**src/rtl/piano_light_pkg.sv**
```systemverilog
// Shared types and constants for the piano key-light scheduler.
// Holds note code widths, rest codes, state/source enums and counter sizing.
package piano_light_pkg;

    localparam int NOTE_W = 8;
    localparam logic [NOTE_W-1:0] REST_CODE_OFF  = 8'd0;
    localparam logic [NOTE_W-1:0] REST_CODE_STOP = 8'd99;

    typedef enum logic [1:0] {
        IDLE,
        ON,
        GAP
    } state_e;

    typedef enum logic {
        SRC_MAN,
        SRC_AUTO
    } src_e;

    // Counter only ever holds values up to max(hold,gap,1)-1.
    function automatic int cnt_width(input int hold, input int gap);
        int m;
        m = 1;
        if (hold > m) m = hold;
        if (gap > m) m = gap;
        return (m <= 2) ? 1 : $clog2(m);
    endfunction

endpackage

```
**src/rtl/piano_light_scheduler_arb.sv**
```systemverilog
// Two-way round-robin arbiter for the key-light scheduler.
// Ports: clk_i, rst_i, req_i[1:0] (bit0 manual), en_i, upd_i, upd_src_i, gnt_o[1:0].
module light_rr_arbiter2
    import piano_light_pkg::*;
(
    input  logic       clk_i,
    input  logic       rst_i,
    input  logic [1:0] req_i,
    input  logic       en_i,
    input  logic       upd_i,
    input  src_e       upd_src_i,
    output logic [1:0] gnt_o
);

    src_e last_q;

    always_comb begin
        gnt_o = 2'b00;
        if (en_i) begin
            unique case (req_i)
                2'b01:   gnt_o = 2'b01;
                2'b10:   gnt_o = 2'b10;
                2'b11:   gnt_o = (last_q == SRC_MAN) ? 2'b10 : 2'b01;
                default: gnt_o = 2'b00;
            endcase
        end
    end

    // Reset to autoplay so manual wins the first tie.
    always_ff @(posedge clk_i) begin
        if (rst_i) begin
            last_q <= SRC_AUTO;
        end else if (upd_i) begin
            last_q <= upd_src_i;
        end
    end

endmodule

```
**src/rtl/piano_light_scheduler.sv**
```systemverilog
// Shares the key lights between manual and autoplay sources with hold and gap timing.
// Ports: iClk, iReset, iMan*/oManReady, iAuto*/oAutoReady, oNote, oKeyLights, oBusy, oGrantSrc.
// Option: PIANO_MANUAL_PREEMPT_EN lets a manual note abort an autoplay note in ON.
module piano_light_scheduler
    import piano_light_pkg::*;
#(
    parameter int NUM_KEYS    = 21,
    parameter int HOLD_CYCLES = 4,
    parameter int GAP_CYCLES  = 2
) (
    input  logic                iClk,
    input  logic                iReset,
    input  logic                iManValid,
    input  logic [NOTE_W-1:0]   iManNote,
    output logic                oManReady,
    input  logic                iAutoValid,
    input  logic [NOTE_W-1:0]   iAutoNote,
    output logic                oAutoReady,
    output logic [NOTE_W-1:0]   oNote,
    output logic [NUM_KEYS-1:0] oKeyLights,
    output logic                oBusy,
    output logic                oGrantSrc
);

    localparam int CW = cnt_width(HOLD_CYCLES, GAP_CYCLES);
    localparam int GAP_M1 = (GAP_CYCLES > 0) ? GAP_CYCLES - 1 : 0;
    localparam logic [CW-1:0] HOLD_LOAD = CW'(HOLD_CYCLES - 1);
    localparam logic [CW-1:0] GAP_LOAD  = CW'(GAP_M1);

    state_e              state_q;
    logic [CW-1:0]       cnt_q;
    logic [NOTE_W-1:0]   note_q;
    logic [NUM_KEYS-1:0] lights_q;
    src_e                src_q;

    logic [1:0]          gnt;
    logic                preempt;
    logic                man_xfer;
    logic                auto_xfer;
    logic                xfer;
    src_e                ld_src;
    logic [NOTE_W-1:0]   ld_code;
    logic [NOTE_W-1:0]   ld_note;
    logic [NUM_KEYS-1:0] ld_lights;

`ifdef PIANO_MANUAL_PREEMPT_EN
    assign preempt = (state_q == ON) && (src_q == SRC_AUTO);
`else
    assign preempt = 1'b0;
`endif

    light_rr_arbiter2 u_arb (
        .clk_i    (iClk),
        .rst_i    (iReset),
        .req_i    ({iAutoValid, iManValid}),
        .en_i     (state_q == IDLE),
        .upd_i    (xfer),
        .upd_src_i(ld_src),
        .gnt_o    (gnt)
    );

    // Readies are masked in reset so a pending request is never consumed.
    assign oManReady  = !iReset && (gnt[0] || (preempt && iManValid));
    assign oAutoReady = !iReset && gnt[1];

    assign man_xfer  = iManValid && oManReady;
    assign auto_xfer = iAutoValid && oAutoReady;
    assign xfer      = man_xfer || auto_xfer;
    assign ld_src    = man_xfer ? SRC_MAN : SRC_AUTO;
    assign ld_code   = man_xfer ? iManNote : iAutoNote;

    always_comb begin
        ld_note   = ld_code;
        ld_lights = '0;
        if (ld_code == REST_CODE_OFF || ld_code == REST_CODE_STOP) begin
            ld_note = '0;
        end else begin
            for (int i = 0; i < NUM_KEYS; i++) begin
                ld_lights[i] = (int'(ld_code) == i + 1);
            end
        end
    end

    always_ff @(posedge iClk) begin
        if (iReset) begin
            state_q  <= IDLE;
            cnt_q    <= '0;
            note_q   <= '0;
            lights_q <= '0;
            src_q    <= SRC_MAN;
        end else begin
            unique case (state_q)
                IDLE: begin
                    if (xfer) begin
                        state_q  <= ON;
                        cnt_q    <= HOLD_LOAD;
                        note_q   <= ld_note;
                        lights_q <= ld_lights;
                        src_q    <= ld_src;
                    end
                end
                ON: begin
                    if (man_xfer) begin
                        // Manual preemption restarts the hold with no gap.
                        cnt_q    <= HOLD_LOAD;
                        note_q   <= ld_note;
                        lights_q <= ld_lights;
                        src_q    <= SRC_MAN;
                    end else if (cnt_q == '0) begin
                        note_q   <= '0;
                        lights_q <= '0;
                        cnt_q    <= GAP_LOAD;
                        state_q  <= (GAP_CYCLES == 0) ? IDLE : GAP;
                    end else begin
                        cnt_q <= cnt_q - 1'b1;
                    end
                end
                GAP: begin
                    if (cnt_q == '0) begin
                        state_q <= IDLE;
                    end else begin
                        cnt_q <= cnt_q - 1'b1;
                    end
                end
                default: state_q <= IDLE;
            endcase
        end
    end

    assign oNote      = note_q;
    assign oKeyLights = lights_q;
    assign oBusy      = (state_q != IDLE);
    assign oGrantSrc  = src_q;

endmodule

```
**config.mk**
```make
export PLATFORM = sky130hd
export DESIGN_NAME = piano_light_scheduler
export DESIGN_NICKNAME = d
export VERILOG_FILES = /design/src/rtl/piano_light_pkg.sv /design/src/rtl/piano_light_scheduler_arb.sv /design/src/rtl/piano_light_scheduler.sv
export SDC_FILE = /design/constraint.sdc
export NUM_CORES = 1
export LEC_CHECK = 0
export BUFFER_PORTS_ARGS = -buffer_cell sky130_fd_sc_hd__buf_2
export CAP_MARGIN = 15
export CORE_MARGIN = 3
export CORE_UTILIZATION = 52
export CTS_CLUSTER_DIAMETER = 200
export DETAILED_ROUTE_END_ITERATION = 10
export PLACE_DENSITY = 0.79
export SLEW_MARGIN = 20
export SYNTH_ARGS = -nofsm -noshare
export SYNTH_HDL_FRONTEND = slang
export SYNTH_HIERARCHICAL = 1
export SYNTH_SLANG_ARGS = --single-unit
```
**constraint.sdc**
```tcl
create_clock -name iClk -period 2.4 [get_ports iClk]
set_input_delay 0.12 -clock iClk [delete_from_list [all_inputs] [get_ports iClk]]
set_output_delay 0.12 -clock iClk [all_outputs]
set_load 0.05 [all_outputs]
```
After elaboration in Yosys (flattened, before gate mapping)
Index checks and enable logic that the tools add are counted.

Multiplexer cells: 28. Reduce and logical (&&, ||, !) cells: 17. Add/sub/neg operators: 1. Equality and inequality tests: 34.

Operators with widths (number): $mux 21 (4); $eq 8x5->1 const B (8); $eq 8x6->1 const B (6); $pmux 21 s2 (1); $mux 8 (5); $eq 8x4->1 const B (4); $mux 2 (10); $pmux 2 s3 (3); $eq 8x3->1 const B (2); $pmux 8 s2 (1); $ne 2x2->1 const B (6); $reduce_and 3->1 (3); $eq 8x2->1 const B (1); $eq 8x7->1 const B (1); $logic_not 8->1 (1); $eq 2x2->1 const B (3); $eq 2x1->1 const B (2); $logic_and 1x1->1 (4); $logic_not 2->1 (2); $reduce_and 4->1 (1); $reduce_bool 2->1 (2); $mux 1 (3); $ne 3x3->1 const B (1); $reduce_bool 3->1 (1); 4 further kinds (5).

Logic and storage cells: 86. Input bits: 20. Output and inout bits: 33. Flip-flop bits (word level): 35.

Logic depth before layout (Yosys ltp)
Gate-level depths: netlist of run 1.

Word-level depth: 11. Gate-level depth with buffers: 12. Mapped depth without buffers: 9.

Hierarchy
Netlist of run 1, hierarchy kept.

Modules (own cells, without submodules): piano_light_scheduler (cells an instance 217, area an instance 1951.9 µm², instances 1); light_rr_arbiter2 (cells an instance 9, area an instance 61.3 µm², instances 1).

Worst setup path before layout of run 1
Ideal clock, no wire load.

Kind: reg-to-reg. Start point: reg state_q[1]. End point: reg lights_q[8], in the netlist oKeyLights[8]. Arrival time: 1.902 ns. Library setup time: 0.117 ns. Period minus slack after synthesis: 2.019 ns. Path slack: 0.381 ns. Buffers on the path: 2. Cell stages (with the launch flop): 12. Cell sequence: dfxtp_1 inv_1 ha_1 nand2_1 a21oi_1 and3b_1 buf_4 inv_4 a31o_4 o21a_4 buf_6 a22o_1.

Cells in the longest elaborated chain, start to end: 10. Elaborated cells between the ends (all ways): 21. Those cells by class: eq/ne (5); mux (6); reduce/logical (10).

RTL lines: start: declaration (line piano_light_scheduler.sv:30) `state_e state_q;`; start signal: assignment (line piano_light_scheduler.sv:113) `state_q <= (GAP_CYCLES == 0) ? IDLE : GAP;`; $logic_not 2->1 * (line piano_light_scheduler.sv:56) `.en_i (state_q == IDLE),`; $mux 2 * (line piano_light_scheduler_arb.sv:19) `if (en_i) begin`; via gnt[0] (line piano_light_scheduler.sv:36) `logic [1:0] gnt;`; $logic_and 1x1->1 * (line piano_light_scheduler.sv:63) `assign oManReady = !iReset && (gnt[0] || (preempt && iManValid));`; $logic_and 1x1->1 * (line piano_light_scheduler.sv:66) `assign man_xfer = iManValid && oManReady;`; $mux 8 (line piano_light_scheduler.sv:70) `assign ld_code = man_xfer ? iManNote : iAutoNote;`; $eq 8x7->1 / $logic_not 8->1 (equally long branches) (line piano_light_scheduler.sv:75) `if (ld_code == REST_CODE_OFF || ld_code == REST_CODE_STOP) begin`; $logic_or 1x1->1 (line piano_light_scheduler.sv:75); $mux 21 (line piano_light_scheduler.sv:75); $mux 21 (on tied branches) (line piano_light_scheduler.sv:103, piano_light_scheduler.sv:94); $pmux 21 s2 (line piano_light_scheduler.sv:92) `unique case (state_q)`; end signal: assignment (line piano_light_scheduler.sv:98) `lights_q <= ld_lights;`; end signal: assignment (line piano_light_scheduler.sv:107) `lights_q <= ld_lights;`; end: declaration (line piano_light_scheduler.sv:33) `logic [NUM_KEYS-1:0] lights_q;`.

Mark *: on every way through the listed nets, which the timed path passes. The rest lies on a longest branch. The select of a mux whose other input is x is not followed. A chain may end at the register's enable or synchronous reset.

Worst setup path in the final report of run 1
Start point: reg state_q[0]. End point: reg lights_q[14], in the netlist oKeyLights[14].

Same word-level chain as after synthesis.

==> results of run 1 <==
how the worst max path moves through the flow:
| stage | start | endpoint | slack, ns | cells past startpoint |
|---|---|---|---|---|
| final | state_q[0] | oKeyLights[14] | 0.19 | 9 |
| after global routing | state_q[0] | oKeyLights[14] | 0.04 | 9 |
| after CTS | state_q[0] | oKeyLights[14] | 0.19 | 9 |
| after detailed placement | state_q[0] | oKeyLights[14] | 0.21 | 9 |
| after global placement | state_q[1] | oKeyLights[14] | 0.28 | 9 |
| after floorplan | state_q[1] | oKeyLights[8] | 0.38 | 11 |
cell families after synthesis:
logic type | count (synthesis)
DFF | 35
muxes | 8
buffers and inverters | 31
AOI/OAI and AO/OA | 76
and+or+nand+nor | 70
adders and majority gates | 6
Yosys cell counts (6+ instances only):
| master | instances |
|---|---|
| nor2_1 | 9 |
| dfxtp_1 | 35 |
| nor2b_1 | 6 |
| nor4_1 | 8 |
| a21oi_1 | 9 |
| a22o_1 | 7 |
| nand2_1 | 15 |
| a31oi_1 | 6 |
| clkbuf_1 | 8 |
| ha_1 | 6 |
| inv_1 | 12 |
| o21ai_0 | 16 |
| o2bb2ai_1 | 13 |
worst reg2reg max path: cells and delay by family (launching register included):
kind	cells	cell delay [ns]
AO/OA/AOI/OAI	2	0.26
multiplexers	1	0.38
AND/OR/NAND/NOR	2	0.28
buffers and inverters	3	0.57
adder cells (fa/ha/maj)	1	0.22
flip-flops	1	0.39
cell type report:
class                      count  area, um2
multi-input combinational    160       1160
fill                         303       1160
sequential                    35        701
timing repair buffer          58        305
clock buffer                   5       68.8
tap                           46       57.6
inverter                      13       51.3
clock inverter                 3       15.0
through the flow:
stage	instance area (um2)	utilization (%)	hold slack, ns
after floorplan	2010	-	0.229
after global placement	2280	64.7	0.446
after detailed placement	2280	64.7	0.445
after CTS	2360	67.1	0.183
after global routing	2360	67.1	0.200
final	2360	67.1	0.180
metal layers:
layer  GRT usage [%]  up-vias  wire (um)
met5               0        -          0
met4            3.47        0         13
met3            4.11        2        365
met2            32.5       81       2100
met1            33.2      888       2360
li1                -      949          -
flip-flops by register name, summed over array words and instances, names as in the netlist:
register	count
cnt_q	2
oGrantSrc	1
oKeyLights	21
oNote	8
state_q	2
u_arb/last_q	1
power breakdown:
part	internal (mW)	switching (mW)
clock network	0.198	0.206
logic	0.321	0.731
registers	0.670	0.0570
total	1.19	0.994
==> results.md, run 1 <==
- WL final: 4840 um
- First-pass GRT wire length: 7830 um
- Worst-path clk slew: 0.07 ns
- Slew Limit Fails: 0
- CP bufs+invs: 3
- Max incr delay on CP: 0.39 ns
- Post-synth net total: 252
- DR iter-0 viols: 161
- Vias/cell: 6.00
- Dominant cell type by area after synthesis: dfxtp_1
- Startpoint types: register
- Crit path time final: 2.21 ns
- Syn Inst Count: 226
- Cts hold-fix bufs: 0
- Hold_sp: iManNote[5]
- Main combinational cell family by area after synthesis: compound AO/OA/AOI/OAI gates
- Final Power: 2.18 mW
- Final hold violations: 0
- Max Cap Viol: 0
- Largest net degree at the start of global routing: 26
- # setup viols final: 0
- Hold path cells: 3
- Die Height: 68.2 um
- Tcrit/Tclk final: 92.2%
- Cell variety after synth: 55
- Nets: 299
- N_diodes: 0
- Post-synth EDFFs: 0
- Async SR Flop Fraction: 0%
- Overflow after GRT: 0
- Antenna violations before repair: 0
- Req. time, crit path: 2.57 ns
- R2R depth: 9
- Leak: 1.05 nW
- First drt pass iteration count: 4
- Sink Count: 35
- Commonest cells after routing, fill and taps aside: buf_2 (52), dfxtp_1 (35), o21ai_0 (16), nand2_1 (15), o2bb2ai_1 (13)
- Synth-to-layout area growth: 17.3%
- Residual DRC count: 0
- Place WS: 0.208 ns
- Htree depth: 2
- Gr usage total: 21.9%
- Post-CTS sizing: 0
- WP data arrival: 2.38 ns
- Worst reg2reg endpoint: oKeyLights[14]
- Clock skew: 0.00703 ns
- Worst Tran Pin Value: 0.567 ns
- R2R setup slack: 0.19 ns
- Post-Synth Simple-Gate Area: 20.4%
- Synth Area in XOR/XNOR: 0%
- Core Region: 3520 um2
- Via count: 1,920
- Io pins: 53
- Row count: 21
- Non-filler cells in the finished layout: 320
- Setup TNS: 0 ns
- Final WS setup: 0.187 ns
- Crit Path Category: register to register
- CP max stage cell: dfxtp_1
- IO buf count: 52
- Adder-Cell Fraction of Synth Area: 3.73%
- Layout cells sized above 1: 28.8%
- R2r startpoint: state_q[0]
- GPL Wtd Cong: 0.852
- Routed Antenna Nets: 0
- Worst skew pair latency: 0.28 ns
- Crit path cell chain: inv_1 -> ha_1 -> nand2_1 -> a21oi_1 -> and3b_1 -> inv_4 -> buf_4 -> mux2_2 -> a32o_1
- Endpoint, Worst Hold: oNote[5]
- Worst hold path type: primary input to register
- Number of global-route vias before repair: 1,724
- Cell Area, Synth: 2010 um2
- Die Area: 4650 um2
- Sequential cell area fraction in the yosys report: 34.8%
- Detailed-placement wirelength estimate: 3600 um
- Max Clock Freq: 0.452 GHz
- Mux share of post-synthesis cell area: 4.16%
- Die outline width: 68.2 um
- Number of cells after detailed placement: 312
- Wire per inst: 15.1 um
- Warnings from Yosys: 6
- Max VDD drop: 719 uV
- Crit. End Element: register
- Initial core utilization: 57.2%
- FF+latch count, synth: 35
- CP top delay family: buffers and inverters
- Post-CTS setup buffers: 0
- CTS tree: built
- Root Driver: clkbuf_8
- Synth Area in Compound Gates: 29.5%
- Worst rel slew slack: 62.2%
- Synth Area per Inst: 8.91 um2
- Status: completed
- Pwr/cell area: 924 nW/um2
- Most common flop cell mapped by yosys: dfxtp_1
- RSZ-0062 raised after global routing: no
- Synth top area cells: dfxtp_1 (35%), o2bb2ai_1 (5.7%), o21ai_0 (4.0%)
- CTS buffer count: 5
- Most common cell after layout, fill and taps aside: buf_2
- Post-synth top area share: 34.8%
- Clk buf depth: 2
- Worst Path Max Fanout: 23
Note: power is estimated with default switching activity, not from simulation.
==> run 2: changes to the inputs <==
Settings changed: CORE_UTILIZATION 52 to 50, PLACE_DENSITY 0.79 to 0.76.
==> run 2 against run 1 <==
Against the previous run:
- wire length up 4.5%
- final area up 0.37%
- flip-flop and latch count unchanged
==> results.md, run 2 (synthesis results as in run 1) <==
- Final WS setup: 0.204 ns (+0.0169 ns)
- Cts hold-fix bufs: 0 (unchanged)
- Crit Path Category: register to register
- Root Driver: clkbuf_8
- Max Cap Viol: 0 (unchanged)
- Crit. End Element: register
- Clock skew: 0.00604 ns (-0.000985 ns)
- RSZ-0062 raised after global routing: no
- DR iter-0 viols: 120 (-25%)
- Layout cells sized above 1: 28.9% (+0.11 points)
- Io pins: 53 (unchanged)
- Util after Layout: 62.9% (-4.2 points)
- CTS buffer count: 5 (unchanged)
- Setup TNS: 0 ns (unchanged)
- CP top delay family: compound AO/OA/AOI/OAI gates
- Worst-path clk slew: 0.07 ns (about the same)
- Wire per inst: 15.8 um (+4.2%)
- Most common cell after layout, fill and taps aside: buf_2
- Die Height: 69.5 um (+1.8%)
- Number of global-route vias before repair: 1,765 (+2.4%)
- Pwr/cell area: 926 nW/um2 (+0.16%)
- Die outline width: 69.5 um (+1.8%)
- Slew Limit Fails: 0 (unchanged)
- Routed Antenna Nets: 0 (unchanged)
- N_diodes: 0 (unchanged)
- Leak: 1.05 nW (+0.13%)
- Nets: 298 (-0.33%)
- Largest net degree at the start of global routing: 26 (unchanged)
- Gr usage total: 21.4% (-0.52 points)
- Htree depth: 2 (unchanged)
- Max incr delay on CP: 0.41 ns (+0.02 ns)
- Max VDD drop: 706 uV (-1.9%)
- IO buf count: 52 (unchanged)
- Worst Tran Pin Value: 0.558 ns (-0.00852 ns)
- Row count: 22 (+4.8%)
- Synth-to-layout area growth: 17.8%
- Place WS: 0.220 ns (+0.0118 ns)
- Worst rel slew slack: 62.5% (+0.25 points)
- WL final: 5060 um (+4.5%)
- Via count: 1,938 (+0.94%)
- Residual DRC count: 0 (unchanged)
- Max Clock Freq: 0.455 GHz (+0.77%)
- GPL Wtd Cong: 0.872 (+2.3%)
- CP bufs+invs: 3 (unchanged)
- CTS tree: built
- Detailed-placement wirelength estimate: 3600 um (about the same)
- Worst skew pair latency: 0.29 ns (about the same)
- Crit path cell chain: inv_1 -> ha_1 -> nand2_1 -> a21oi_1 -> and3b_2 -> inv_4 -> buf_12 -> nand3b_1 -> a221oi_2 -> a22o_1
- Status: completed
- Initial core utilization: 53.4% (-3.8 points)
- Crit path time final: 2.20 ns (-0.0169 ns)
- Worst hold path type: primary input to register
- First-pass GRT wire length: 8450 um (+7.8%)
- Overflow after GRT: 0 (unchanged)
- WP data arrival: 2.43 ns (+0.05 ns)
- First drt pass iteration count: 4 (unchanged)
- Worst Path Max Fanout: 25 (+8.7%)
- Clk buf depth: 2 (unchanged)
- Die Area: 4820 um2 (+3.7%)
- Req. time, crit path: 2.63 ns (+0.06 ns)
- Sink Count: 35 (unchanged)
- Final hold violations: 0 (unchanged)
- Non-filler cells in the finished layout: 321 (+0.31%)
- Largest register FFs: 21 (unchanged)
- CP max stage cell: dfxtp_1
- Commonest cells after routing, fill and taps aside: buf_2 (52), dfxtp_1 (35), o21ai_0 (16), nand2_1 (15), o2bb2ai_1 (13)
- Antenna violations before repair: 0 (unchanged)
- # setup viols final: 0 (unchanged)
- Vias/cell: 6.04 (+0.62%)
- Startpoint types: register
- Core Region: 3770 um2 (+7.1%)
- Number of cells after detailed placement: 313 (+0.32%)
- Tcrit/Tclk final: 91.5% (-0.70 points)
## run 2: per-stage QoR
step | area, um2 | power, mW | hold WS [ns]
floorplan | 2010 | 1.56 | 0.229
global placement | 2290 | 1.77 | 0.450
detailed placement | 2290 | 1.78 | 0.444
CTS | 2370 | 2.19 | 0.158
global route | 2370 | 2.32 | 0.173
finish | 2370 | 2.20 | 0.157
## run 2: layer usage
layer	vias to the layer above	GRT usage [%]	share of wire [%]
met5	-	0	0
met1	875	31.1	48
met2	97	28.8	40
met3	14	7.39	9.3
li1	952	-	-
met4	0	7.59	2.4
## run 2: worst reg2reg max path, cell delays in order, from the launching register on
cell,delay [ns]
dfxtp_1,0.41
inv_1,0.08
ha_1,0.20
nand2_1,0.07
a21oi_1,0.05
and3b_2,0.24
inv_4,0.20
buf_12,0.20
nand3b_1,0.12
a221oi_2,0.37
a22o_1,0.19
## run 2: worst paths after layout
path / to / cells past startpoint / slack, ns / startpoint
max reg2reg: oKeyLights[9] / 10 / 0.20 / state_q[1]
min reg2reg: oKeyLights[15] / 1 / 0.46 / oKeyLights[15]
max: oKeyLights[9] / 10 / 0.20 / state_q[1]
min: oNote[6] / 3 / 0.16 / iAutoNote[6]
## run 2: timing repair
action	CTS	global route
setup endpoints to repair	0	5
setup buffers	0	0
resized for setup	0	1
## run 2: cell type report
cell class | count | area (um2)
fill | 333 | 1400
multi-input combinational | 160 | 1160
sequential | 35 | 701
timing repair buffer | 57 | 310
clock buffer | 5 | 68.8
tap | 48 | 60.1
inverter | 13 | 51.3
clock inverter | 3 | 15.0
## run 2: where the power goes
part / total [mW] / internal, mW / switching [mW]
sequential: 0.726 / 0.670 / 0.0558
clock: 0.413 / 0.198 / 0.215
combinational: 1.06 / 0.325 / 0.732
total: 2.20 / 1.19 / 1.00
==> run 3: changes to the inputs <==
Clock period 2.4 ns to 2.7 ns, I/O delays scaled along.
==> run 3 against run 2 <==
Against the previous run:
- utilization up 0.13 points
- combinational power is 13% lower
- critical path depth stayed put
- worst setup slack gained 0.15 ns
- die area is the same
- first-iteration DRC count increased by 13%
- sequential power is 11% lower
- power is 6.6% lower
- critical path type unchanged
- largest cell class unchanged
- largest power group unchanged
- highest routed layer unchanged
==> results.md, run 3 (synthesis results as in run 1) <==
- R2R depth: 10 (unchanged)
- Worst hold path type: primary input to register
- WL final: 4900 um (-3.0%)
- Hold path cells: 3 (unchanged)
- Die Area: 4820 um2 (unchanged)
- Crit. End Element: register
- Worst rel slew slack: 62.6% (+0.16 points)
- Fillers: 313 (-6.0%)
- Status: completed
- First-pass GRT wire length: 8250 um (-2.3%)
- IO buf count: 52 (unchanged)
- CTS tree: built
- Worst-path clk slew: 0.07 ns (about the same)
- Util after Layout: 63.0% (+0.13 points)
- Number of cells after detailed placement: 311 (-0.64%)
- CP max stage cell: o221ai_1
- Root Driver: clkbuf_8
- Overflow after GRT: 0 (unchanged)
- Worst Tran Pin Value: 0.561 ns (+0.00240 ns)
- Leak: 1.05 nW (-0.11%)
- Multi-input combinational cell area: 1160 um2 (-0.11%)
- Final hold violations: 0 (unchanged)
- FF/Latch Area: 701 um2 (unchanged)
- Antenna violations before repair: 0 (unchanged)
- Final Power: 2.05 mW (-6.6%)
- Die Height: 69.5 um (unchanged)
- Synth-to-layout area growth: 18.0%
- R2r startpoint: state_q[0]
- Setup TNS: 0 ns (unchanged)
- Req. time, crit path: 2.85 ns (+0.22 ns)
- # setup viols final: 0 (unchanged)
- Via count: 1,908 (-1.5%)
- Largest net degree at the start of global routing: 28 (+7.7%)
- Max incr delay on CP: 0.47 ns (+0.06 ns)
- Nets: 296 (-0.67%)
- Number of global-route vias before repair: 1,712 (-3.0%)
- Tcrit/Tclk final: 87.0% (-4.5 points)
- Gr usage total: 20.5% (-0.81 points)
- Sink Count: 35 (unchanged)
- Max Clock Freq: 0.426 GHz (-6.5%)
- Post-CTS setup buffers: 0 (unchanged)
- Non-filler cells in the finished layout: 319 (-0.62%)
- Most common cell after layout, fill and taps aside: buf_2
- RSZ-0062 raised after global routing: no
- Final hold slack: 0.182 ns (+0.0255 ns)
- Clk buf depth: 2 (unchanged)
- Io pins: 53 (unchanged)
- Clock skew: 0.00281 ns (-0.00324 ns)
- Commonest cells after routing, fill and taps aside: buf_2 (52), dfxtp_1 (35), o21ai_0 (16), nand2_1 (15), o2bb2ai_1 (13)
- Htree depth: 2 (unchanged)
- Post-CTS sizing: 0 (unchanged)
- First drt pass iteration count: 4 (unchanged)
- Worst Path Max Fanout: 27 (+8.0%)
- Pwr/cell area: 863 nW/um2 (-6.8%)
- Vias/cell: 5.98 (-0.93%)
- Slew Limit Fails: 0 (unchanged)
- Detailed-placement wirelength estimate: 3500 um (-2.7%)
- WP data arrival: 2.50 ns (+0.07 ns)
- Row count: 22 (unchanged)
- Initial core utilization: 53.4% (unchanged)
- CTS buffer count: 5 (unchanged)
- N_diodes: 0 (unchanged)
- Cts hold-fix bufs: 0 (unchanged)
- Max Cap Viol: 0 (unchanged)
- Crit path time final: 2.35 ns (+0.152 ns)
- Max VDD drop: 658 uV (-6.7%)
- Die outline width: 69.5 um (unchanged)
- Residual DRC count: 0 (unchanged)
- Layout cells sized above 1: 28.0% (-0.89 points)
- Startpoint types: register
- Crit Path Category: register to register
- Crit path cell chain: inv_1 -> ha_1 -> nand2_1 -> a21oi_1 -> and3b_1 -> inv_4 -> buf_4 -> nor2_1 -> o221ai_1 -> o2bb2ai_1
- Largest register FFs: 21 (unchanged)
- Wire per inst: 15.4 um (-2.4%)
- Routed Antenna Nets: 0 (unchanged)
- DR iter-0 viols: 136 (+13%)
- GPL Wtd Cong: 0.847 (-2.8%)
- Worst skew pair latency: 0.28 ns (about the same)
- Hold_sp: iAutoNote[5]
- Core Region: 3770 um2 (unchanged)
- Crit path from: state_q[0]
## run 3: cell count changes in the layout (fill, tap and decap cells not counted)
cell	before	now
buf_12	1	0
and3b_2	1	0
clkbuf_8	5	6
clkinv_2	3	1
bufinv_16	0	1
buf_4	4	3
and3b_1	0	1
## run 3: worst paths after layout
kind                         end  slack (ns)
hold / removal          oNote[5]        0.18
setup / recovery  oKeyLights[19]        0.35
setup reg to reg  oKeyLights[19]        0.35
hold reg to reg   oKeyLights[16]        0.46
## run 3: per-stage QoR
step           setup WS [ns]  instance area (um2)
6_report               0.352                 2380
5_1_grt                0.161                 2380
4_1_cts                0.379                 2380
3_5_place_dp           0.404                 2260
3_3_place_gp           0.477                 2260
2_1_floorplan          0.681                 2010
## run 3: metal layers
layer  up-vias  part of all wire [%]  GRT usage [%]
met3         4                   7.0           5.51
met1       887                    49           29.9
met4         0                  0.45           4.56
met2        69                    44           30.3
li1        948                     -              -
met5         -                     0              0
## run 3: power breakdown
| group | total (mW) | internal (mW) | switching, mW | leakage, nW |
|---|---|---|---|---|
| registers | 0.644 | 0.595 | 0.0488 | 0.284 |
| clock network | 0.480 | 0.299 | 0.182 | 0.0612 |
| logic | 0.927 | 0.281 | 0.645 | 0.704 |
## run 3: critical path: cells and delay by family, from the launching register on
kind / cells / cell delay (ns)
buffers and inverters: 3 / 0.58
and+or+nand+nor: 3 / 0.35
AOI/OAI and AO/OA: 3 / 0.67
adders and majority gates: 1 / 0.22
DFF: 1 / 0.39
## run 3: layout make-up
type	count	area share (%)
Clock buffer	6	3.48
Clock inverter	2	1.47
Inverter	13	2.16
Multi-Input combinational cell	160	49.0
Sequential cell	35	29.5
Tap cell	48	2.53
Timing Repair Buffer	55	11.9
